## src/rtl/piso_pkg.sv

```systemverilog
// Shared definitions for the parallel-in serial-out transmitter:
// FSM state encoding and the default word width.
package piso_pkg;

    typedef enum logic {
        IDLE  = 1'b0,
        SHIFT = 1'b1
    } state_t;

    localparam int WIDTH_DEFAULT = 4;

endpackage

```

## src/rtl/piso_tx.sv

```systemverilog
// Parallel-in serial-out transmitter with valid/ready on both sides.
// Back-to-back words are accepted on the last-bit transfer with no gap cycle.
module piso_tx
    import piso_pkg::*;
#(
    parameter int WIDTH     = WIDTH_DEFAULT,
    parameter bit MSB_FIRST = 1'b1
) (
    input  logic             clk,
    input  logic             reset,
    input  logic [WIDTH-1:0] parallel_in,
    input  logic             load_valid,
    output logic             load_ready,
    output logic             serial_out,
    output logic             serial_valid,
    input  logic             serial_ready,
    output logic             frame_last,
    output logic             busy
);

    localparam int               CNT_W   = $clog2(WIDTH);
    localparam logic [CNT_W-1:0] CNT_TOP = CNT_W'(WIDTH - 1);

    state_t           state;
    state_t           state_nxt;
    logic [WIDTH-1:0] shreg;
    logic [WIDTH-1:0] shreg_nxt;
    logic [CNT_W-1:0] cnt;
    logic [CNT_W-1:0] cnt_nxt;
    logic             load_acc;
    logic             xfer;

    always_ff @(posedge clk or negedge reset) begin
        if (!reset) begin
            state <= IDLE;
            shreg <= '0;
            cnt   <= '0;
        end else begin
            state <= state_nxt;
            shreg <= shreg_nxt;
            cnt   <= cnt_nxt;
        end
    end

    always_comb begin
        state_nxt = state;
        shreg_nxt = shreg;
        cnt_nxt   = cnt;
        load_acc  = load_valid && load_ready;
        xfer      = serial_valid && serial_ready;
        case (state)
            IDLE: begin
                if (load_acc) begin
                    shreg_nxt = parallel_in;
                    cnt_nxt   = CNT_TOP;
                    state_nxt = SHIFT;
                end
            end
            SHIFT: begin
                // A load in SHIFT can only happen together with the last-bit transfer
                if (xfer) begin
                    if (load_acc) begin
                        shreg_nxt = parallel_in;
                        cnt_nxt   = CNT_TOP;
                    end else if (cnt == '0) begin
                        shreg_nxt = '0;
                        state_nxt = IDLE;
                    end else begin
                        shreg_nxt = MSB_FIRST ? {shreg[WIDTH-2:0], 1'b0}
                                              : {1'b0, shreg[WIDTH-1:1]};
                        cnt_nxt   = cnt - CNT_W'(1);
                    end
                end
            end
            default: state_nxt = IDLE;
        endcase
    end

    always_comb begin
        busy         = (state == SHIFT);
        serial_valid = busy;
        frame_last   = busy && (cnt == '0);
        serial_out   = busy ? (MSB_FIRST ? shreg[WIDTH-1] : shreg[0]) : 1'b0;
        load_ready   = (state == IDLE) ? 1'b1 : ((cnt == '0) && serial_ready);
    end

endmodule
```

## config.mk

```make
export PLATFORM = sky130hd
export DESIGN_NAME = piso_tx
export DESIGN_NICKNAME = d
export VERILOG_FILES = /design/src/rtl/piso_pkg.sv /design/src/rtl/piso_tx.sv
export SDC_FILE = /design/constraint.sdc
export NUM_CORES = 1
export LEC_CHECK = 0
export ABC_AREA = 1
export CORE_AREA = 5 5 42 44
export CTS_CLUSTER_DIAMETER = 80
export DETAILED_ROUTE_END_ITERATION = 8
export DIE_AREA = 0 0 47 49
export HOLD_SLACK_MARGIN = 0.06
export PLACE_DENSITY = 0.59
export SYNTH_ARGS = -nofsm -noshare
export SYNTH_HDL_FRONTEND = slang
export SYNTH_SLANG_ARGS = --single-unit
export TNS_END_PERCENT = 5
```

## constraint.sdc

```tcl
create_clock -name clk -period 2.5 [get_ports clk]
set_input_delay 0.5 -clock clk [delete_from_list [all_inputs] [get_ports clk]]
set_output_delay 0.5 -clock clk [all_outputs]
set_load 0.03 [all_outputs]
```

# Word level (Yosys, flattened, before mapping)
# Index checks and enable logic that the tools add are counted.
# op_classes
addsub	1
n_mux	17
reduce_logical	7
bitwise	1
n_eq_ne	3
# ops
operator	count
two-way mux 4 bit	4
two-way mux 2 bit	4
one-hot mux 4 bit (2 select lines)	1
two-way mux 1 bit	6
logical AND 1 bit	4
one-hot mux 2 bit (2 select lines)	1
inequality test 3 bit (second input constant)	1
AND reduction 3 bit	1
logical NOT 2 bit	1
inequality test 2 x 1 -> 1 bit (second input constant)	1
inequality test 2 bit (second input constant)	1
one-hot mux 1 bit (2 select lines)	1
AND reduction 2 bit	1
subtractor 2 x 1 -> 2 bit (second input constant)	1
NOT 1 bit	1
# word_totals
input_bits	8
out_inout_bits	5
reg_bits	7

# Depth between registers and ports, before layout
# depth
ltp_word	7
depth_mapped	8
depth_no_buf	8

# Worst setup path after synthesis
# Ideal clock, no wire load.
# synth_path
path_type	register to output
startpoint	register state (netlist: busy)
endpoint	output frame_last
slack_ns	1.041
path_buffers	1
t_arrival_ns	0.959
path_stages_with_launch	4
cell_sequence	dfrtp_1 -> buf_6 -> nand2_1 -> inv_1
# synth_via
elab_chain_cells	1
# synth_lines
item	line	text
start: declaration	piso_tx.sv:24	state_t state;
start signal: assignment	piso_tx.sv:39	state <= state_nxt;
logical AND 1 bit	piso_tx.sv:82	frame_last = busy && (cnt == '0);
end: declaration	piso_tx.sv:17	output logic frame_last,
# Every way passes these cells.

# Final worst setup path
# layout_path
startpoint	input serial_ready
endpoint	output load_ready
# layout_via
elab_chain_cells	2
# layout_lines
item	line	text
start: declaration	piso_tx.sv:16	input logic serial_ready,
logical AND 1 bit	piso_tx.sv:84	load_ready = (state == IDLE) ? 1'b1 : ((cnt == '0) && serial_ready);
two-way mux 1 bit	piso_tx.sv:84	
end: declaration	piso_tx.sv:13	output logic load_ready,
# Every way passes these cells.

==> flow_summary.yaml <==
power_and_ir_drop:
  power_density_nw_per_um2: 1147
  worst_ir_drop_vdd_uv: 398.6
  power_leakage_nw: 0.3043
  totalPowerFinal_w: 0.0006887
clock_tree:
  cts.sinks: 7
  cts_root_buffer: "clkbuf_4"
  cts_max_path_buffers: 2
  cts_setup_buffers: 0
  cts.htree.levels: 1
  postCtsHoldBufs: 0
  numCtsBuffers: 3
  cts_resized: 0
  clkTransAtPathRegs_ns: 0.05
  clk-insertion-delay-late_ns: 0.25
  cts_tree: "built"
final_layout:
  nets: 85
  layout-drive-gt1-share: 0.2000
  layout_commonest_cell: "nand2_1"
  area_growth_pct: 32.60
  final_cells: 91
  n_fill_cell: 150
  num_antenna_cells: 0
  layout_common_cells: "17 x nand2_1, 12 x clkdlybuf4s50_1, 9 x inv_1, 9 x nor2_1, 7 x dfrtp_1"
yosys:
  avgSynthCellArea_um2: 7.425
  yosys.area.top_type_share: 0.3867
  ys_types: 15
  synthTopCellsByArea: "dfrtp_1 39%, nand2_1 14%, a21oi_2 7.7%, inv_1 7.5%, nor2_1 7.5%"
  yosysSeqAreaShare: 0.3867
  yosys.area.top_type: "dfrtp_1"
  synth_fp_nets: 70
  syn_inst: 61
  yosysWarningCount: 0
  syn_area_um2: 452.9
  synth-seq-cells: 7
floorplan:
  die_height_um: 49
  die_width_um: 47
  io_pins: 13
  core_region_area_um2: 1401
  start_util: 0.3232
  num_rows: 14
  fp.dieArea_um2: 2303
routing:
  drtPass1Iterations: 4
  drc_errors: 0
  drtAntennaViolNets: 0
  vias: 399
  wirelength_um: 900
  first_iter_violations: 9
  wl_per_cell_um: 9.890
  drt-vias-per-instance: 4.385
sta:
  worstMarginPinSlew_ns: 0.4657
  finalHoldViolations: 0
  slew_headroom: 0.6895
  max_clock_freq_ghz: 0.4132
  slew_viol_final: 0
  period_needed_ns: 2.420
  rsz0062_at_grt: "false"
  skew_ns: 0.0006227
  final-setup-viol-count: 0
  fin_setup_tns_ns: 0
  fin_crit_sh: 0.9680
status:
  outcome: "finished clean"
global_routing:
  grt_max_degree: 13
  grt_pass1_wl_mm: 1.442
  antenna_found_initial: 0
  grt_overflow: 0
  track_usage: 0.08859
  grt_pass1_vias: 363
worst_setup_path:
  critPathMaxFanout: 4
  worst-setup-path-type: "input port to primary output"
  r2r_start: "cnt[0]"
  critPathLaunchType: "input port"
  cp.arrival_ns: 1.92
  critPathRequiredTime_ns: 2.00
  r2r_end: "cnt[1]"
  r2r.worst_path.cells: 8
  end_kind: "primary output"
  r2r_slack_ns: 1.23
hold_path:
  hp-start: "cnt[1]"
  hp-class: "flop to flop"
  min_path_cells: 2
  worstHoldEndpoint: "cnt[1]"
place:
  gp_congestion: 0.7186
  hpwl_um: 700.6
  dp_cells: 87
  portBuffers: 12
run:
  maxCapViolCount: 0
power by group:
group / switching [W] / internal (W)
sequential: 0.0000405 / 0.000163
clock: 0.0000411 / 0.0000609
combinational: 0.000223 / 0.000159
total: 0.000305 / 0.000384
how the worst max path moves through the flow:
stage,endpoint,startpoint,cells past startpoint,slack (ns)
5_1_grt,load_ready,serial_ready,4,0.005
4_1_cts,load_ready,serial_ready,4,0.08
3_5_place_dp,load_ready,serial_ready,4,0.09
3_3_place_gp,load_ready,serial_ready,4,0.09
6_report,load_ready,serial_ready,4,0.08
2_1_floorplan,frame_last,busy,3,1.04
state kept, by name, summed over array words and instances, names as in the netlist:
name,flops
busy,1
shreg,4
cnt,2
metrics by stage:
step / setup WS, ns / instance area [um2] / hold WS, ns / utilization
floorplan: 1.041 / 452.9 / 0.2044 / -
global placement: 0.09178 / 574.3 / 0.4657 / 0.4098
detailed placement: 0.08709 / 574.3 / 0.4741 / 0.4098
CTS: 0.07538 / 600.6 / 0.4878 / 0.4286
global route: 0.005089 / 600.6 / 0.5082 / 0.4286
finish: 0.08001 / 600.6 / 0.4954 / 0.4286
worst max-delay path: stages:
cell,delay (ns)
clkdlybuf4s50_1,0.52
nand2_1,0.11
nand2_2,0.10
clkdlybuf4s50_1,0.68
metal layers:
layer | up-vias | share of wire | global-route usage
met5 | - | 0 | 0
met4 | 0 | 0 | 0.02765
met3 | 0 | 0.072 | 0.05535
met2 | 10 | 0.46 | 0.1312
met1 | 181 | 0.47 | 0.1031
li1 | 208 | - | -
synthesized netlist by cell type (all sizes together):
cell     n
nand2   21
inv     11
nor2     9
dfrtp    7
a21oi    4
o21ai    3
buf      2
nand3    2
ha       1
o21bai   1
logic make-up (layout without fill, tap and decap cells):
family,count (synthesis),in the layout,share of synthesized area
buffers and inverters,13,27,0.1326
adders and majority gates,1,1,0.02762
AOI/OAI and AO/OA,8,8,0.1602
and+or+nand+nor,32,32,0.2928
DFF,7,7,0.3867
cell type report:
class                           instances  area [um2]  area share
Clock buffer                            4       26.28     0.04375
Timing Repair Buffer                   12       120.1      0.2000
Tap cell                               16       20.02     0.03333
Inverter                               11       41.29     0.06875
Sequential cell                         7       175.2      0.2917
Multi-Input combinational cell         41       217.7      0.3625
No activity file was read; power rests on OpenSTA's default activity.
